==> config.mk <==
export PLATFORM = sky130hd
export DESIGN_NAME = change_dispenser
export DESIGN_NICKNAME = d
export VERILOG_FILES = /design/src/rtl/change_dispenser.sv
export SDC_FILE = /design/constraint.sdc
export NUM_CORES = 1
export LEC_CHECK = 0
export ABC_AREA = 1
export CAP_MARGIN = 20
export CORE_MARGIN = 1
export CORE_UTILIZATION = 41
export CTS_BUF_LIST = sky130_fd_sc_hd__clkbuf_16
export DETAILED_ROUTE_END_ITERATION = 8
export PLACE_DENSITY_LB_ADDON = 0.08
export SLEW_MARGIN = 20
export SYNTH_ARGS = -nofsm -noshare
export SYNTH_HDL_FRONTEND = slang
export SYNTH_SLANG_ARGS = --single-unit
==> constraint.sdc <==
create_clock -name clk -period 2 [get_ports clk]
set_input_delay 0.2 -clock clk [delete_from_list [all_inputs] [get_ports clk]]
set_output_delay 0.2 -clock clk [all_outputs]
set_load 0.01 [all_outputs]
==> src/rtl/change_dispenser.sv <==
// Greedy three-tube coin payout: turns a refund amount into ejector handshakes,
// tracks tube inventories and reports completion, shortfall and jams.
module change_dispenser #(
    parameter int unsigned AMT_W       = 4,
    parameter int unsigned CNT_W       = 6,
    parameter int unsigned D0          = 10,
    parameter int unsigned D1          = 5,
    parameter int unsigned D2          = 1,
    parameter int unsigned GAP_CYCLES  = 2,
    parameter int unsigned ACK_TIMEOUT = 16
) (
    input  logic             clk,
    input  logic             reset,
    input  logic             refund_valid,
    input  logic [AMT_W-1:0] refund_amt,
    output logic             ready,
    output logic             eject_req,
    output logic [1:0]       eject_sel,
    input  logic             eject_ack,
    output logic             done,
    output logic             shortfall,
    output logic             jam,
    output logic [AMT_W-1:0] fault_amt,
    input  logic             clear_fault,
    input  logic             tube_load,
    input  logic [1:0]       tube_sel,
    input  logic [CNT_W-1:0] tube_val,
    output logic [CNT_W-1:0] tube_cnt0,
    output logic [CNT_W-1:0] tube_cnt1,
    output logic [CNT_W-1:0] tube_cnt2
);

    localparam int unsigned TO_W  = (ACK_TIMEOUT > 1) ? $clog2(ACK_TIMEOUT) : 1;
    localparam int unsigned GAP_W = (GAP_CYCLES > 1) ? $clog2(GAP_CYCLES) : 1;

    localparam logic [TO_W-1:0]  TO_LAST  = TO_W'(ACK_TIMEOUT - 1);
    localparam logic [GAP_W-1:0] GAP_LAST = (GAP_CYCLES > 0) ? GAP_W'(GAP_CYCLES - 1) : '0;

    localparam logic [AMT_W-1:0] DEN0 = AMT_W'(D0);
    localparam logic [AMT_W-1:0] DEN1 = AMT_W'(D1);
    localparam logic [AMT_W-1:0] DEN2 = AMT_W'(D2);

    typedef enum logic [2:0] {
        IDLE,
        SELECT,
        REQ,
        GAP,
        DONE,
        FAULT
    } state_t;

    state_t           state_q, state_d;
    logic [AMT_W-1:0] rem_q, rem_d;
    logic [1:0]       sel_q, sel_d;
    logic [TO_W-1:0]  to_q, to_d;
    logic [GAP_W-1:0] gap_q, gap_d;
    logic             short_q, short_d;
    logic             jam_q, jam_d;
    logic [AMT_W-1:0] famt_q, famt_d;
    logic [CNT_W-1:0] cnt0_q, cnt0_d;
    logic [CNT_W-1:0] cnt1_q, cnt1_d;
    logic [CNT_W-1:0] cnt2_q, cnt2_d;

    logic             hit0, hit1, hit2;
    logic [AMT_W-1:0] sel_den;
    logic             load_ok;

    // A tube is eligible only if its coin still fits and it is not empty,
    // which is what keeps remaining and the counts from underflowing.
    assign hit0 = (DEN0 <= rem_q) && (cnt0_q != '0);
    assign hit1 = (DEN1 <= rem_q) && (cnt1_q != '0);
    assign hit2 = (DEN2 <= rem_q) && (cnt2_q != '0);

    assign load_ok = (state_q == IDLE) || (state_q == FAULT);

    always_comb begin
        sel_den = '0;
        case (sel_q)
            2'd0:    sel_den = DEN0;
            2'd1:    sel_den = DEN1;
            2'd2:    sel_den = DEN2;
            default: sel_den = '0;
        endcase
    end

    always_comb begin
        state_d = state_q;
        rem_d   = rem_q;
        sel_d   = sel_q;
        to_d    = to_q;
        gap_d   = gap_q;
        short_d = short_q;
        jam_d   = jam_q;
        famt_d  = famt_q;
        cnt0_d  = cnt0_q;
        cnt1_d  = cnt1_q;
        cnt2_d  = cnt2_q;

        if (load_ok && tube_load) begin
            case (tube_sel)
                2'd0:    cnt0_d = tube_val;
                2'd1:    cnt1_d = tube_val;
                2'd2:    cnt2_d = tube_val;
                default: ;
            endcase
        end

        case (state_q)
            IDLE: begin
                if (refund_valid) begin
                    rem_d   = refund_amt;
                    state_d = SELECT;
                end
            end
            SELECT: begin
                if (rem_q == '0) begin
                    state_d = DONE;
                end else if (hit0 || hit1 || hit2) begin
                    sel_d   = hit0 ? 2'd0 : (hit1 ? 2'd1 : 2'd2);
                    to_d    = '0;
                    state_d = REQ;
                end else begin
                    short_d = 1'b1;
                    famt_d  = rem_q;
                    state_d = FAULT;
                end
            end
            REQ: begin
                if (eject_ack) begin
                    rem_d = rem_q - sel_den;
                    case (sel_q)
                        2'd0:    cnt0_d = cnt0_q - CNT_W'(1);
                        2'd1:    cnt1_d = cnt1_q - CNT_W'(1);
                        2'd2:    cnt2_d = cnt2_q - CNT_W'(1);
                        default: ;
                    endcase
                    gap_d   = '0;
                    state_d = (GAP_CYCLES == 0) ? SELECT : GAP;
                end else if (to_q == TO_LAST) begin
                    jam_d   = 1'b1;
                    famt_d  = rem_q;
                    state_d = FAULT;
                end else begin
                    to_d = to_q + TO_W'(1);
                end
            end
            GAP: begin
                if (gap_q == GAP_LAST) begin
                    gap_d   = '0;
                    state_d = SELECT;
                end else begin
                    gap_d = gap_q + GAP_W'(1);
                end
            end
            DONE: begin
                state_d = IDLE;
            end
            FAULT: begin
                if (clear_fault) begin
                    short_d = 1'b0;
                    jam_d   = 1'b0;
                    famt_d  = '0;
                    state_d = IDLE;
                end
            end
            default: begin
                state_d = IDLE;
            end
        endcase
    end

    always_ff @(posedge clk) begin
        if (reset) begin
            state_q <= IDLE;
            rem_q   <= '0;
            sel_q   <= '0;
            to_q    <= '0;
            gap_q   <= '0;
            short_q <= 1'b0;
            jam_q   <= 1'b0;
            famt_q  <= '0;
            cnt0_q  <= '0;
            cnt1_q  <= '0;
            cnt2_q  <= '0;
        end else begin
            state_q <= state_d;
            rem_q   <= rem_d;
            sel_q   <= sel_d;
            to_q    <= to_d;
            gap_q   <= gap_d;
            short_q <= short_d;
            jam_q   <= jam_d;
            famt_q  <= famt_d;
            cnt0_q  <= cnt0_d;
            cnt1_q  <= cnt1_d;
            cnt2_q  <= cnt2_d;
        end
    end

    assign ready     = (state_q == IDLE);
    assign eject_req = (state_q == REQ);
    assign done      = (state_q == DONE);
    assign eject_sel = sel_q;
    assign shortfall = short_q;
    assign jam       = jam_q;
    assign fault_amt = famt_q;
    assign tube_cnt0 = cnt0_q;
    assign tube_cnt1 = cnt1_q;
    assign tube_cnt2 = cnt2_q;

endmodule

==> metrics.md, run 1 <==
| Metric | Value |
|---|---|
| Status | finished clean |
| Final Hold Viols | 0 |
| Mean Syn Cell Area | 6.234 sq um |
| Die width | 79.79 um |
| Asr flop ratio synth | 0% |
| Post-synth EDFFs | 0 |
| Hold Path Class | flip-flop to flip-flop |
| Post-route ant nets | 0 |
| Endpoint class of the critical path | output port |
| Ordered list of cells on the worst path | nor2_2, nand2_2, inv_2, clkdlybuf4s50_1 |
| RSZ-0062 raised after global routing | false |
| Sw Ratio | 39.95% |
| Reg2reg start | eject_sel[1] |
| Buffers on Ports | 46 |
| Sequential power share | 32.6% |
| Worst Hold End | shortfall |
| Peak VDD IR | 544.9 uV |
| FF+latch count, synth | 38 |
| I/O Pins | 47 |
| Fin crit period | 1.884 ns |
| Root buffer cell | clkbuf_16 |
| Worst reg2reg path depth | 8 |
| Worst path slowest cell | clkdlybuf4s50_1 |
| End of the worst register-to-register path | rem_q[2] |
| Clk_skew | 0.006115 ns |
| WP data required | 1.80 ns |
| Number of gates resized after cts | 0 |
| # setup viols final | 0 |
| Largest cells by area after synthesis | dfxtp_1 31%, nand2_1 17%, inv_1 9.5% |
| Initial DRC Count | 115 |
| Starting density of the core | 43.72% |
| Cells after Synth | 398 |
| Fin Setup TNS | 0 ns |
| Die height | 79.79 um |
| GP Congestion | 0.8651 |
| Number of CTS-inserted buffers | 5 |
| Crit-path max FO | 9 |
| Clk pwr share | 21.6% |
| DR WL/cell | 11.81 um |
| Hold_sp | shortfall |
| Total grt overflow | 0 |
| Synth cell count leaders | 110 x nand2_1, 63 x inv_1, 52 x nor2_1 |
| Area leader, netlist | dfxtp_1 |
| Routed via count | 2519 |
| Sequential area share after synthesis | 30.66% |
| Reg2reg setup slack | 0.25 ns |
| Number of library cell types mapped by synthesis | 28 |
| Arr. time, crit path | 1.68 ns |
| Layout cells sized above 1 | 6.013% |
| Number of global-route vias before repair | 2309 |
| Setup Buffers After CTS | 0 |
| Top_reg_cell synth | dfxtp_1 |
| Area growth syn-to-layout | 27.53% |
| DRT Wirelength | 6152 um |
| Hold path depth | 2 |
| DIE AREA | 6366 sq um |
| Core Box Area | 5675 sq um |
| Netlist Area Pre-Place | 2481 sq um |
| Maximum level of the CTS H-tree | 2 |
| Comb pwr share | 45.8% |
| Psw | 0.001354 W |
| Fmax | 530.8 MHz |
| Filler Cell Count | 587 |
| Max-Cap Viols | 0 |
| Fin. max-slew vios | 0 |
| First-pass iteration count of the detailed router | 4 |
| Cell row count | 27 |
| Dpl hpwl | 4688 um |
| Antenna Cells | 0 |
| Final worst-path cycle share | 94.20% |
| Initial antenna violation count | 0 |
| Ys Warns | 0 |
| PD cells | 1071 nW/um^2 |
| Count leader, synth | nand2_1 |
| CP delay by family, top | buffers and inverters |
| Slew @ Worst Pin | 0.3679 ns |
| Drt drc | 0 |
| Global-route wire length before repair | 10390 um |
| Setup CP Type | flip-flop to output port |
| Rel. slew slack | 75.34% |
| Clock-pin transition on the worst setup and hold timing paths | 0.05 ns |
| Post-DR vias/cell | 4.835 |
| Post-synth top area share | 30.66% |
| Clk_lat worst skew | 0.28 ns |
| Type of origin of the critical path | flip-flop |
| Leakage power | 1.606 nW |
| Gr usage total | 20.81% |
| Clk buf depth | 2 |
| Clk sinks | 38 |
| CP max stage delay | 0.56 ns |
| Total Power | 0.003390 W |
| Int Power | 0.002036 W |
| Fin nets | 481 |
| CTS tree | built |
| Largest net degree at the start of global routing | 21 |
| Worst Path Buf+Inv | 2 |
| Synth Net Count | 430 |
| Cts-stage hold buffer count | 0 |
==> stage by stage <==
stage                     hold WS, ns  setup slack, ns  cell area (sq um)  utilization, %  instances
after floorplan                0.3610           0.3100               2481               -        398
after global placement         0.4654           0.3004               3032           53.42        514
after detailed placement       0.4623           0.2767               3032           53.42        514
after CTS                      0.4740           0.1123               3164           55.75        521
after global routing           0.5209          0.01029               3164           55.75        521
final                          0.4743           0.1159               3164           55.75        521
==> worst max-delay path by stage <==
stage	cells past startpoint	from	endpoint
floorplan	8	eject_sel[0]	rem_q[2]
global placement	12	eject_sel[0]	rem_q[3]
detailed placement	8	eject_sel[1]	rem_q[2]
CTS	4	state_q[2]	eject_req
global route	4	state_q[2]	eject_req
finish	4	state_q[2]	eject_req
==> routing by layer <==
| layer | part of all wire [%] | up-vias | GRT usage (%) |
|---|---|---|---|
| li1 | - | 1354 | - |
| met4 | 1.7 | 0 | 6.250 |
| met2 | 45 | 49 | 34.70 |
| met5 | 0 | - | 0 |
| met3 | 3.9 | 11 | 4.114 |
| met1 | 50 | 1105 | 26.93 |
==> worst min-delay path: cells and delay by family (launching register included) <==
family	cells	cell delay, ns
flip-flops	1	0.31
AND/OR/NAND/NOR	1	0.06
AO/OA/AOI/OAI	1	0.06
==> power by group through the flow <==
stage,Combinational [W],Clock [W],Sequential (W)
final,0.00155,0.000734,0.00110
after global routing,0.00179,0.000780,0.00113
after CTS,0.00156,0.000750,0.00110
after detailed placement,0.00155,0,0.00112
after global placement,0.00154,0,0.00112
after floorplan,0.00101,0,0.00113
==> state kept, by name, summed over array words and instances (netlist names) <==
register,cells
eject_sel,2
state_q,3
tube_cnt0,6
shortfall,1
tube_cnt1,6
rem_q,4
fault_amt,4
jam,1
to_q,4
tube_cnt2,6
gap_q,1
==> cells by family after synthesis <==
family | after synthesis | synth area share (%)
simple gates | 209 | 36.11
buf+inv | 70 | 10.59
compound gates | 62 | 13.52
flops | 38 | 30.66
fa+ha+maj | 14 | 7.363
xor+xnor | 5 | 1.765
==> final cells by class <==
cell class | instances | area, sq um | area share [%]
sequential | 38 | 760.7 | 24.04
inverter | 66 | 247.7 | 7.829
timing repair buffer | 48 | 475.5 | 15.03
clock buffer | 5 | 125.1 | 3.954
tap | 72 | 90.09 | 2.847
clock inverter | 2 | 7.507 | 0.2372
multi-input combinational | 290 | 1458 | 46.07
==> cell usage in the layout, fill, tap and decap left out, types with 3 or more instances in the layout <==
cell and n:
nand2_1 110, inv_1 65, nor2_1 52, clkdlybuf4s50_1 46
dfxtp_1 38, nand3_1 27, o21ai_0 26, a21oi_1 25
ha_1 13, a31oi_1 6, clkbuf_16 5, nand2_2 4
inv_2 3, nand3_2 3, xnor2_1 3, nand4_1 3
Note: power is estimated with default switching activity, not from simulation.
==> run 2, diff against run 1 <==
- clock period: 2 -> 2.2 ns (I/O delays scaled with it)
==> metrics.md, run 2 (same netlist as run 1, synthesis figures left out) <==
| Metric | Value |
|---|---|
| Total grt overflow | 0 (unchanged) |
| Hold Path Class | flip-flop to flip-flop (unchanged) |
| Core Box Area | 5675 sq um (unchanged) |
| Setup CP Type | flip-flop to output port (unchanged) |
| Ordered list of cells on the worst path | nor2_2, nand2_2, inv_2, clkdlybuf4s50_1 (unchanged) |
| Placed cell areas | 3032 sq um (unchanged) |
| Worst reg2reg path depth | 8 (unchanged) |
| Gr usage total | 20.79% (was 20.81%) |
| Fin nets | 481 (unchanged) |
| Post-route ant nets | 0 (unchanged) |
| Max-Cap Viols | 0 (unchanged) |
| Final Hold Viols | 0 (unchanged) |
| Filler Cell Count | 594 (was 587) |
| Sequential power share | 32.4% (was 32.6%) |
| DRT Wirelength | 6173 um (was 6152 um) |
| Total Power | 0.003110 W (was 0.003390 W) |
| Cell row count | 27 (unchanged) |
| Clock-pin transition on the worst setup and hold timing paths | 0.06 ns (was 0.05 ns) |
| Clk buf depth | 2 (unchanged) |
| Fin Setup TNS | 0 ns (unchanged) |
| Peak VDD IR | 457.7 uV (was 544.9 uV) |
| Fmax | 527.9 MHz |
| Die width | 79.79 um (unchanged) |
| Comb pwr share | 45.5% (was 45.8%) |
| Worst Path Buf+Inv | 2 (unchanged) |
| I/O Pins | 47 (unchanged) |
| Cts-stage hold buffer count | 0 (unchanged) |
| Global-route wire length before repair | 10370 um (was 10390 um) |
| Number of gates resized after cts | 0 (unchanged) |
| DIE AREA | 6366 sq um (unchanged) |
| Layout cells sized above 1 | 6.222% (was 6.013%) |
| Slew @ Worst Pin | 0.3736 ns (was 0.3679 ns) |
| Clk pwr share | 22.1% (was 21.6%) |
| Initial antenna violation count | 0 (unchanged) |
| Design Area, Final | 3169 sq um (was 3164 sq um) |
| Int Power | 0.001856 W (was 0.002036 W) |
| Number of global-route vias before repair | 2344 (was 2309) |
| Endpoint class of the critical path | output port (unchanged) |
| Dpl hpwl | 4677 um (was 4688 um) |
| DR WL/cell | 11.83 um (was 11.81 um) |
| Clk sinks | 38 (unchanged) |
| Commonest non-fill, non-tap cells in the layout | 110 x nand2_1, 64 x inv_1, 52 x nor2_1 (was 110 x nand2_1, 65 x inv_1, 52 x nor2_1) |
| Post-DR vias/cell | 4.862 (was 4.835) |
| Final worst-path cycle share | 86.10% |
| Initial DRC Count | 159 (was 115) |
| CTS tree | built (unchanged) |
| Area of the multi-input gates | 1458 sq um (unchanged) |
| FF/Latch Area | 760.7 sq um (unchanged) |
| Reg2reg setup slack | 0.44 ns (was 0.25 ns) |
| Fin. max-slew vios | 0 (unchanged) |
| RSZ-0062 raised after global routing | false (unchanged) |
| Psw | 0.001254 W (was 0.001354 W) |
| CP delay by family, top | buffers and inverters (unchanged) |
| Starting density of the core | 43.72% (unchanged) |
| First-pass iteration count of the detailed router | 4 (unchanged) |
| GP Congestion | 0.8709 (was 0.8651) |
| Worst path slowest cell | clkdlybuf4s50_1 (unchanged) |
| Leakage power | 1.606 nW (about the same) |
| Commonest non-fill, non-tap cell in the layout | nand2_1 (unchanged) |
| Clk_skew | 0.005481 ns (was 0.006115 ns) |
| Buffers on Ports | 46 (unchanged) |
| Largest net degree at the start of global routing | 21 (unchanged) |
| Area growth syn-to-layout | 27.74% (was 27.53%) |
| PD cells | 981.2 nW/um^2 (was 1071 nW/um^2) |
| Hold path depth | 2 (unchanged) |
| # setup viols final | 0 (unchanged) |
| Status | finished clean (unchanged) |
| Clk_lat worst skew | 0.28 ns (about the same) |
| Crit-path max FO | 9 (unchanged) |
| Root buffer cell | clkbuf_16 (unchanged) |
| Drt drc | 0 (unchanged) |
| Sw Ratio | 40.32% (was 39.95%) |
| Routed via count | 2538 (was 2519) |
| Arr. time, crit path | 1.67 ns (was 1.68 ns) |
| Die height | 79.79 um (unchanged) |
| WP data required | 1.98 ns (was 1.80 ns) |
| CP max stage delay | 0.56 ns (about the same) |
| Type of origin of the critical path | flip-flop (unchanged) |
| Critical Path Stages | 4 (unchanged) |
| Maximum level of the CTS H-tree | 2 (unchanged) |
| Fin crit period | 1.894 ns |
| Setup Buffers After CTS | 0 (unchanged) |
| Number of CTS-inserted buffers | 5 (unchanged) |
| Rel. slew slack | 74.96% (was 75.34%) |
| Antenna Cells | 0 (unchanged) |
## run 2: changes by cell type in the layout (fill, tap and decap cells not counted)
cell / before / now
clkinv_2: 0 / 1
clkinv_1: 0 / 1
inv_1: 65 / 64
## run 2: metrics by stage
step	util (%)	std cells	worst slack (ns)	hold slack (ns)
6_report	55.84	522	0.3058	0.4854
5_1_grt	55.84	522	0.1929	0.5242
3_5_place_dp	53.42	514	0.4505	0.4760
4_1_cts	55.84	522	0.2864	0.4908
2_1_floorplan	-	398	0.5100	0.3810
3_3_place_gp	53.42	514	0.4895	0.4653
## run 2: cell type report
class / count / area share [%]
well taps: 72 / 2.842
clock inverters: 3 / 0.3948
repair buffers: 48 / 15.00
clock buffers: 5 / 3.948
inverters: 66 / 7.817
multi-input cells: 290 / 45.99
flip-flops and latches: 38 / 24.00
## run 2: worst paths after layout
kind | start | endpoint
worst min-delay path | shortfall | shortfall
worst min register to register | shortfall | shortfall
worst max-delay path | state_q[2] | eject_req
worst max register to register | eject_sel[0] | rem_q[2]
## run 2: routing by layer
metal	track usage, %	routed length (um)	up-vias
met1	27.57	3084	1112
li1	-	-	1360
met3	3.314	296	6
met2	34.96	2739	60
met4	5.179	53	0
met5	0	0	-
## run 2: power groups by stage
stage	Clock [W]	Sequential [W]	Combinational, W
4_1_cts	0.000701	0.00101	0.00142
3_5_place_dp	0	0.00102	0.00141
3_3_place_gp	0	0.00102	0.00140
2_1_floorplan	0	0.00103	0.000921
6_report	0.000688	0.00101	0.00141
5_1_grt	0.000728	0.00103	0.00163
## run 2: worst min-delay path, delay by kind of cell, from the launching register on
kind / cells / cell delay (ns)
AOI/OAI and AO/OA: 1 / 0.06
DFF: 1 / 0.32
and+or+nand+nor: 1 / 0.06
==> run 3, diff against run 2 <==
- CAP_MARGIN: 20 -> 5
- SLEW_MARGIN: 20 -> 15
==> results of run 3 <==
No change in the layout: final DEF, timing and power equal those of run 2.
